<file path="src/rtl/uart_tx_fsm.sv">
// -----------------------------------------------------------------------------
// uart_tx_fsm
//   RS232 8-bit transmitter: start bit, 8 data bits LSB first, optional parity
//   bit, one stop bit. The bit-period timer, bit counter, shift register and
//   control FSM are all in this block. Bit timing matches the on-chip receiver
//   (BIT_TICKS clocks per bit).
//
//   Optional feature macro: UART_TX_PARITY_EN
//     defined   -> PARITY state after DATA, 11-bit frame, parity per PARITY_ODD
//     undefined -> DATA goes straight to STOP, 10-bit frame
//
// Ports
//   clk         in   1  system clock, rising edge
//   rst         in   1  asynchronous reset, active-high
//   tx_start_i  in   1  send request, honoured only while busy_o = 0
//   tx_data_i   in   8  byte to send, sampled on the accepting edge only
//   tx_o        out  1  serial line, registered, idles high
//   busy_o      out  1  high from the accepting edge through the done_o cycle
//   done_o      out  1  one-cycle pulse when the frame completes
// -----------------------------------------------------------------------------
module uart_tx_fsm #(
  parameter int CLK_FREQ   = 50_000_000,
  parameter int BAUD_RATE  = 115_200,
  parameter int BIT_TICKS  = CLK_FREQ / BAUD_RATE,
  parameter bit PARITY_ODD = 1'b0
) (
  input  logic       clk,
  input  logic       rst,
  input  logic       tx_start_i,
  input  logic [7:0] tx_data_i,
  output logic       tx_o,
  output logic       busy_o,
  output logic       done_o
);

  localparam int CW = $clog2(BIT_TICKS);
  localparam logic [CW-1:0] TICK_LAST = CW'(BIT_TICKS - 1);

  // Reject configurations the bit timer cannot support.
  if (BIT_TICKS < 2 || PARITY_ODD > 1'b1) begin : g_param_check
    $error("uart_tx_fsm: BIT_TICKS must be >= 2");
  end

  typedef enum logic [2:0] {
    S_IDLE   = 3'd0,
    S_START  = 3'd1,
    S_DATA   = 3'd2,
    S_PARITY = 3'd3,
    S_STOP   = 3'd4,
    S_DONE   = 3'd5
  } state_t;

  state_t          state, state_next;
  logic [CW-1:0]   tick, tick_next;
  logic [2:0]      bit_cnt, bit_cnt_next;
  logic [7:0]      shift, shift_next;
  logic            tx_next;
  logic            end_bit;
`ifdef UART_TX_PARITY_EN
  logic            par, par_next;   // running XOR of the bits already sent
`endif

  // NOTE: sequential state uses non-blocking assignments so every register
  // samples the pre-edge value of every other register.
  always_ff @(posedge clk or posedge rst) begin
    if (rst) begin
      state   <= S_IDLE;
      tick    <= '0;
      bit_cnt <= '0;
      shift   <= '0;
      tx_o    <= 1'b1;
`ifdef UART_TX_PARITY_EN
      par     <= 1'b0;
`endif
    end else begin
      state   <= state_next;
      tick    <= tick_next;
      bit_cnt <= bit_cnt_next;
      shift   <= shift_next;
      tx_o    <= tx_next;
`ifdef UART_TX_PARITY_EN
      par     <= par_next;
`endif
    end
  end

  assign end_bit = (tick == TICK_LAST);

  // NOTE: every signal driven here gets a default first, so no path through
  // the case statements can leave one unassigned and infer a latch.
  always_comb begin
    state_next   = state;
    tick_next    = tick + CW'(1);
    bit_cnt_next = bit_cnt;
    shift_next   = shift;
`ifdef UART_TX_PARITY_EN
    par_next     = par;
`endif

    case (state)
      S_IDLE: begin
        tick_next = '0;
        if (tx_start_i) begin
          state_next   = S_START;
          shift_next   = tx_data_i;
          bit_cnt_next = '0;
`ifdef UART_TX_PARITY_EN
          par_next     = 1'b0;
`endif
        end
      end
      S_START: if (end_bit) state_next = S_DATA;
      S_DATA: begin
        if (end_bit) begin
          shift_next   = shift >> 1;
          bit_cnt_next = bit_cnt + 3'd1;
`ifdef UART_TX_PARITY_EN
          par_next     = par ^ shift[0];
          if (bit_cnt == 3'd7) state_next = S_PARITY;
`else
          if (bit_cnt == 3'd7) state_next = S_STOP;
`endif
        end
      end
`ifdef UART_TX_PARITY_EN
      S_PARITY: if (end_bit) state_next = S_STOP;
`endif
      S_STOP: if (end_bit) state_next = S_DONE;
      S_DONE: state_next = S_IDLE;
      default: state_next = S_IDLE;   // unused encodings recover to IDLE
    endcase

    // The timer restarts at every bit boundary, including DATA-to-DATA.
    if (end_bit || state_next != state) tick_next = '0;

    // tx_o is registered from the next state so the line changes on the
    // same edge as the state it belongs to (start bit low from the
    // accepting edge onward).
    case (state_next)
      S_START:  tx_next = 1'b0;
      S_DATA:   tx_next = shift_next[0];
`ifdef UART_TX_PARITY_EN
      S_PARITY: tx_next = par_next ^ PARITY_ODD;
`endif
      default:  tx_next = 1'b1;
    endcase
  end

  assign busy_o = (state != S_IDLE);
  assign done_o = (state == S_DONE);

endmodule
</file>
<file path="config.mk">
export PLATFORM = sky130hd
export DESIGN_NAME = uart_tx_fsm
export DESIGN_NICKNAME = d
export VERILOG_FILES = /design/src/rtl/uart_tx_fsm.sv
export SDC_FILE = /design/constraint.sdc
export NUM_CORES = 1
export LEC_CHECK = 0
export CAP_MARGIN = 20
export CORE_ASPECT_RATIO = 1.75
export CORE_MARGIN = 1
export CORE_UTILIZATION = 40
export CTS_CLUSTER_DIAMETER = 50
export DETAILED_ROUTE_END_ITERATION = 12
export SLEW_MARGIN = 20
export SYNTH_ARGS = -nofsm -noshare
export SYNTH_HDL_FRONTEND = slang
export SYNTH_SLANG_ARGS = --single-unit
</file>
<file path="constraint.sdc">
create_clock -name clk -period 3.4 [get_ports clk]
set_input_delay 0.51 -clock clk [delete_from_list [all_inputs] [get_ports clk]]
set_output_delay 0.51 -clock clk [all_outputs]
set_load 0.01 [all_outputs]
</file>
Word-level counts from Yosys, hierarchy flattened
Index checks and enable logic that the tools add are counted.
Storage, ports and cells
  flip-flop bits (word level): 24
  input bits: 11
  output and inout port bits: 3
  logic and storage cells: 39
Cells by class
  add/subtract/negate cells: 2
  equality and inequality tests: 11
  multiplexer cells: 15
  reductions and logical operators: 5
Operators with widths (count)
  $mux 3: 7
  $mux 9: 2
  $mux 8: 2
  $pmux 8 s2: 1
  $pmux 3 s4: 1
  $add 9x1->9 const B: 1
  $eq 3x3->1 const B: 3
  $eq 9x9->1 const B: 1
  $eq 3x1->1 const B: 2
  $eq 3x2->1 const B: 2
  $pmux 3 s2: 1
  $ne 2x2->1 const B: 2
  $add 3x1->3 const B: 1
  $logic_not 3->1: 1
  $ne 3x3->1: 1
  $reduce_and 3->1: 1
  $reduce_bool 3->1: 1
  $pmux 1 s2: 1
  $reduce_bool 2->1: 1
  $logic_or 1x1->1: 1

Depth between registers and ports, before layout
Gate-level depths: netlist of run 1.
  word-level depth: 7
  mapped depth: 8
  gate-level depth less buffers: 7

Worst setup path after synthesis of run 1
OpenSTA, ideal clock, no wires.
  path type: register to register
  from: register tick[2]
  to: register shift[0]
  library setup time: 0.126 ns
  data arrival time: 1.777 ns
  required time: 3.274 ns
  setup slack: 1.497 ns
  cell stages (with the launch flop): 5
  path through: dfrtp_1 > or4b_4 > nor4_4 > nor3b_1 > or2b_2
Between the ends
  word-level cells in the longest chain between the ends: 3
RTL lines
  start, declared: RTL line 54  | logic [CW-1:0] tick, tick_next;
  start signal, assigned: RTL line 77  | tick <= tick_next;
  $eq 9x9->1: RTL line 87  | assign end_bit = (tick == TICK_LAST);
  $mux 8: RTL line 114  | if (end_bit) begin
  $pmux 8 s2: RTL line 100  | case (state)
  named net shift_next[0]: RTL line 56  | logic [7:0] shift, shift_next;
  end signal, assigned: RTL line 79  | shift <= shift_next;
  end, declared: RTL line 56
The timed path passes the listed nets, and every way through them passes these cells. The select of a mux whose other input is x is not followed.
A chain may end at the register's enable or synchronous reset.

Final worst setup path of run 1
  from: register tick[2]
  to: register bit_cnt[0]
Between the ends
  word-level cells in the longest chain between the ends: 3
RTL lines
  $eq 9x9->1: RTL line 87
  $ne 2x2->1 (no line)
  $reduce_and 3->1 (no line)
  end signal, assigned: RTL line 78  | bit_cnt <= bit_cnt_next;
  end, declared: RTL line 55  | logic [2:0] bit_cnt, bit_cnt_next;
No other way between the ends.

==> reports/qor.yml, run 1 <==
run_status:
  status: "finished clean"
clock_network:
  cts_root_buf: "clkbuf_8"
  h-tree-depth: 1
  clk_latency_ns: 0.27
  numCtsBuffers: 3
  clockBufferDepth: 2
  clkSinkCount: 24
  post_cts_buffers: 0
  cts_hold_buf: 0
  cts_tree: "done"
  cts_resized: 0
  clk_pin_slew_ns: 0.08
pwr:
  netSwitchingFraction: 0.262
  p_comb_frac: 0.157
  peakVddDrop_v: 0.000312
  internal_power_mw: 0.556
  leakage_nw: 0.620
  power_density_nw_per_um2: 541
  pwr-share-seq: 0.515
  clockPowerShare: 0.328
  power.switching_mw: 0.198
synth:
  synth_fp_nets: 133
  yosysTopAreaCell: "dfrtp_1"
  ys_seq_area_frac: 0.507
  synth_top_cell_area_share: 0.485
  netlist_area_um2: 1190
  synth_seq_cells: 24
  syn_avg_cell_area_um2: 10.1
  synth_cells: 118
  yosysMostFrequentCell: "dfrtp_1"
  synth_common_cells: "dfrtp_1, nor2_1, nand2_1"
  yosys_warnings: 0
  synth.distinct_cells: 33
  async_flop_share: 1.00
  ys.flop_type: "dfrtp_1"
  synth_edf_count: 0
  synthTopCellsByArea: "dfrtp_1, nor2_1, nand2_1"
layout:
  diodes: 0
  nets: 147
  n_fill_cell: 252
  multi_input_area_um2: 538
  design_area_um2: 1390
  drive_above_1_share: 0.0916
  syn_to_final_growth_pct: 17.4
  seq_area_um2: 602
timing:
  period_share: 0.676
  max_freq_ghz: 0.435
  setup_ws_ns: 1.10
  slew-limit-headroom: 0.390
  setup_viol_count_final: 0
  worst_pin_slew_ns: 0.914
  finalHoldViolCount: 0
  final-max-slew-violation-count: 0
  layout_min_cycle_time_ns: 2.30
  finalSetupTns_ns: 0
  skew_ns: 0.00370
  rsz0062_at_grt: "no"
die:
  coreArea_um2: 2750
  die_x_um: 43.2
  ios: 14
  row_count: 25
  initial_core_util: 0.431
  dieArea_um2: 3200
  die_h_um: 74.1
routing:
  via_count: 833
  remaining_drc_errors: 0
  detail_route.wl_per_cell_um: 13.1
  firstDrtPassIters: 4
  avgViaCountPerCell: 5.27
  drt-total-wl_um: 2070
  ant_nets: 0
  drt_iter0_drc: 24
grt:
  grt_pass1_vias: 827
  grt.overflow.total: 0
  grt_pass1_wl_um: 3480
  grt_max_degree: 25
  antenna_found_initial: 0
  grt_use_total: 0.146
worst_setup_path:
  crit_path_end_kind: "flip-flop"
  worstSetupPathType: "flip-flop to flip-flop"
  startpoint_type: "flip-flop"
  crit_required_ns: 3.56
  cp.arrival_ns: 2.46
  crit_fanout: 12
hold_path:
  hold_path.class: "flip-flop to flip-flop"
place:
  dp_slack_ns: 1.11
  io_buffer_count: 13
  gp_congestion: 0.707
  place_area_um2: 1320
  dp_hpwl_um: 1500
run:
  cap_violations: 0
==> placed cells by master, fill, tap and decap left out, drive strengths merged <==
cell,netlist,routed
nor2b,2,2
mux2i,1,1
and2,1,1
a22o,1,1
mux2,1,1
o311a,1,1
xnor2,5,5
nor4,1,1
o22ai,1,1
nand2b,1,1
nor3,2,2
bufinv,0,1
xor2,2,2
a2bb2oi,1,1
a21oi,1,1
dfstp,1,1
clkdlybuf4s50,0,13
inv,5,5
a22oi,7,7
nor3b,2,2
or2b,1,1
clkbuf,3,3
nor4b,1,1
o21ai,3,3
or4b,1,1
nand2,18,18
dfrtp,23,23
nand4,2,2
nand3,5,5
ha,4,4
and3,1,1
nor2,19,19
==> layer usage <==
metal  track usage  vias to the layer above  part of all wire
met1         0.157                      388              0.42
met4        0.0909                        0             0.028
met2         0.262                       12              0.53
li1              -                      428                 -
met3        0.0218                        5             0.030
met5             0                        -                 0
==> per-stage QoR <==
stage / power (mW) / utilization / hold slack [ns] / cells
6_report: 0.754 / 0.506 / 0.488 / 158
4_1_cts: 0.765 / 0.506 / 0.493 / 158
3_5_place_dp: 0.512 / 0.480 / 0.472 / 154
2_1_floorplan: 0.473 / - / 0.447 / 118
5_1_grt: 0.797 / 0.506 / 0.515 / 158
3_3_place_gp: 0.506 / 0.480 / 0.463 / 154
==> area by class of cell <==
type                       instances  area share
sequential                        24       0.432
multi-input combinational         85       0.386
timing repair buffer              13      0.0934
clock buffer                       3      0.0296
tap                               27      0.0242
clock inverter                     1      0.0215
inverter                           5      0.0135
==> cell families after synthesis <==
logic type                 after synthesis  share of synthesized area
AOI/OAI and AO/OA                       15                     0.0959
and+or+nand+nor                         57                      0.246
xor gates and xnor gates                 7                     0.0516
DFF                                     24                      0.507
muxes                                    2                     0.0179
adders and majority gates                4                     0.0422
buffers and inverters                    9                     0.0400
==> power by group through the flow <==
stage / combinational, mW / clock [mW] / sequential [mW]
after floorplan: 0.0912 / 0 / 0.382
after global placement: 0.115 / 0 / 0.391
after detailed placement: 0.118 / 0 / 0.394
after CTS: 0.119 / 0.258 / 0.388
after global routing: 0.134 / 0.266 / 0.397
final: 0.118 / 0.247 / 0.388
==> sequential cells by signal, summed over array words and instances, names as in the netlist <==
signal,cells
state,3
tick,9
bit_cnt,3
shift,8
tx_o,1
==> final timing paths <==
check	start	end	slack [ns]	cells after the start
max	tick[2]	bit_cnt[0]	1.10	4
min	shift[2]	shift[2]	0.49	2
min in group asynchronous	rst	shift[6]	0.74	2
min reg2reg	shift[2]	shift[2]	0.49	2
max reg2reg	tick[2]	bit_cnt[0]	1.10	4
max in group asynchronous	rst	state[1]	2.10	2
==> worst max-delay path, stage by stage (launching register included) <==
cell	delay, ns
dfrtp_1	0.43
or4b_4	0.58
nor4_4	0.51
nor2_1	0.33
mux2_2	0.34
Note: power is estimated with default switching activity, not from simulation.
==> inputs of run 2 (changes only) <==
Clock period 3.4 ns to 2.3 ns, I/O delays scaled along.
==> run 2 against run 1 <==
Flip-flop and latch count unchanged. Die area stayed put. Worst hold slack got worse by 0.067 ns. Total power increased by 37%. Via count is 2.6% higher. Final area grew 1.5%. First-iteration DRC count decreased by 4.2%. Sequential share of layout area shrank 0.65 points. Sequential power is 48% higher. Largest cell class unchanged. Largest power group unchanged.
==> reports/qor.yml, run 2 (synthesized netlist as in run 1, its figures left out) <==
layout:
  layout_common_cells: "dfrtp_1, nor2_1, nand2_1"
  diodes: 0
  syn_to_final_growth_pct: 19.2
  n_fill_cell: 264
  regMostFlops: "tick"
  top_regs: "tick x9, shift x8"
  design_area_um2: 1420
  final_common_cell: "dfrtp_1"
  nets: 152
  final_cells: 163
  largest_reg_flops: 9
  drive_above_1_share: 0.125
worst_setup_path:
  cp.arrival_ns: 1.71
  max_stage_delay_ns: 0.53
  startpoint: "state[0]"
  critPathTopFamily: "buffers and inverters"
  crit_chain: "nor2b_1 > and2_1 > clkdlybuf4s50_1"
  reg2reg_from: "tick[2]"
  startpoint_type: "flip-flop"
  crit_fanout: 9
  worstSetupPathType: "flip-flop to output port"
  crit_required_ns: 1.96
  path_buf_inv: 1
  crit_slowest_cell: "clkdlybuf4s50_1"
  crit_path_end_kind: "output port"
clock_network:
  clk_latency_ns: 0.26
  clockBufferDepth: 2
  cts_hold_buf: 0
  h-tree-depth: 1
  clk_pin_slew_ns: 0.08
  cts_tree: "done"
  clkSinkCount: 24
  cts_root_buf: "clkbuf_8"
  post_cts_buffers: 0
  cts_resized: 0
  numCtsBuffers: 3
timing:
  rsz0062_at_grt: "no"
  finalHoldViolCount: 0
  final-max-slew-violation-count: 0
  max_freq_ghz: 0.487
  worst_pin_slew_ns: 0.381
  setup_viol_count_final: 0
  layout_min_cycle_time_ns: 2.05
  skew_ns: 0.00545
  finalSetupTns_ns: 0
  slew-limit-headroom: 0.746
  period_share: 0.893
routing:
  via_count: 855
  ant_nets: 0
  drt-total-wl_um: 2260
  drt_iter0_drc: 23
  avgViaCountPerCell: 5.25
  detail_route.wl_per_cell_um: 13.9
  remaining_drc_errors: 0
  firstDrtPassIters: 4
die:
  coreArea_um2: 2750
  die_x_um: 43.2
  ios: 14
  initial_core_util: 0.431
  row_count: 25
  dieArea_um2: 3200
  die_h_um: 74.1
place:
  dp_hpwl_um: 1640
  place_area_um2: 1360
  io_buffer_count: 13
  dp_cells: 159
  gp_congestion: 0.733
hold_path:
  hold_path.class: "input pin to async pin"
run_status:
  status: "finished clean"
pwr:
  power_mw: 1.03
  peakVddDrop_v: 0.000496
  leakage_nw: 0.637
  power_density_nw_per_um2: 731
grt:
  grt_max_degree: 25
  antenna_found_initial: 0
  grt_pass1_wl_um: 3870
  grt_use_total: 0.161
  grt_pass1_vias: 896
  grt.overflow.total: 0
run:
  cap_violations: 0
-- run 2: path summary, 6_finish.rpt --
check	endpoint	slack, ns	depth (start not counted)
max	done_o	0.25	3
min	tick[4]	0.42	3
min reg2reg	shift[6]	0.48	2
min in group clk	shift[6]	0.48	2
max reg2reg	tx_o	0.36	6
max in group asynchronous	tx_o	1.60	3
-- run 2: where the power goes --
group          switching (mW)  total (mW)  internal [mW]
combinational          0.0847       0.178         0.0931
clock                   0.129       0.281          0.153
sequential             0.0768       0.576          0.499
-- run 2: routing by layer --
layer,up-vias,track usage,share of wire
met3,2,0.0170,0.021
met5,-,0,0
met1,409,0.171,0.44
met2,7,0.303,0.53
li1,437,-,-
met4,0,0.0808,0.013
-- run 2: cell type report --
type | count | area (um^2) | area share
multi-input combinational | 85 | 538 | 0.380
tap | 27 | 33.8 | 0.0239
clock buffer | 4 | 55.1 | 0.0389
timing repair buffer | 18 | 168 | 0.118
inverter | 5 | 18.8 | 0.0133
sequential | 24 | 602 | 0.425
-- run 2: stage by stage --
stage                util  hold WS (ns)  setup WS, ns
floorplan               -         0.359         0.397
global placement    0.494         0.459         0.406
detailed placement  0.494         0.464         0.339
CTS                 0.514         0.422         0.232
global route        0.514         0.444         0.185
finish              0.514         0.421         0.245
-- run 2: worst min-delay path: stages --
cell and delay (ns):
clkdlybuf4s50_1 0.39, inv_1 0.05, buf_4 0.29
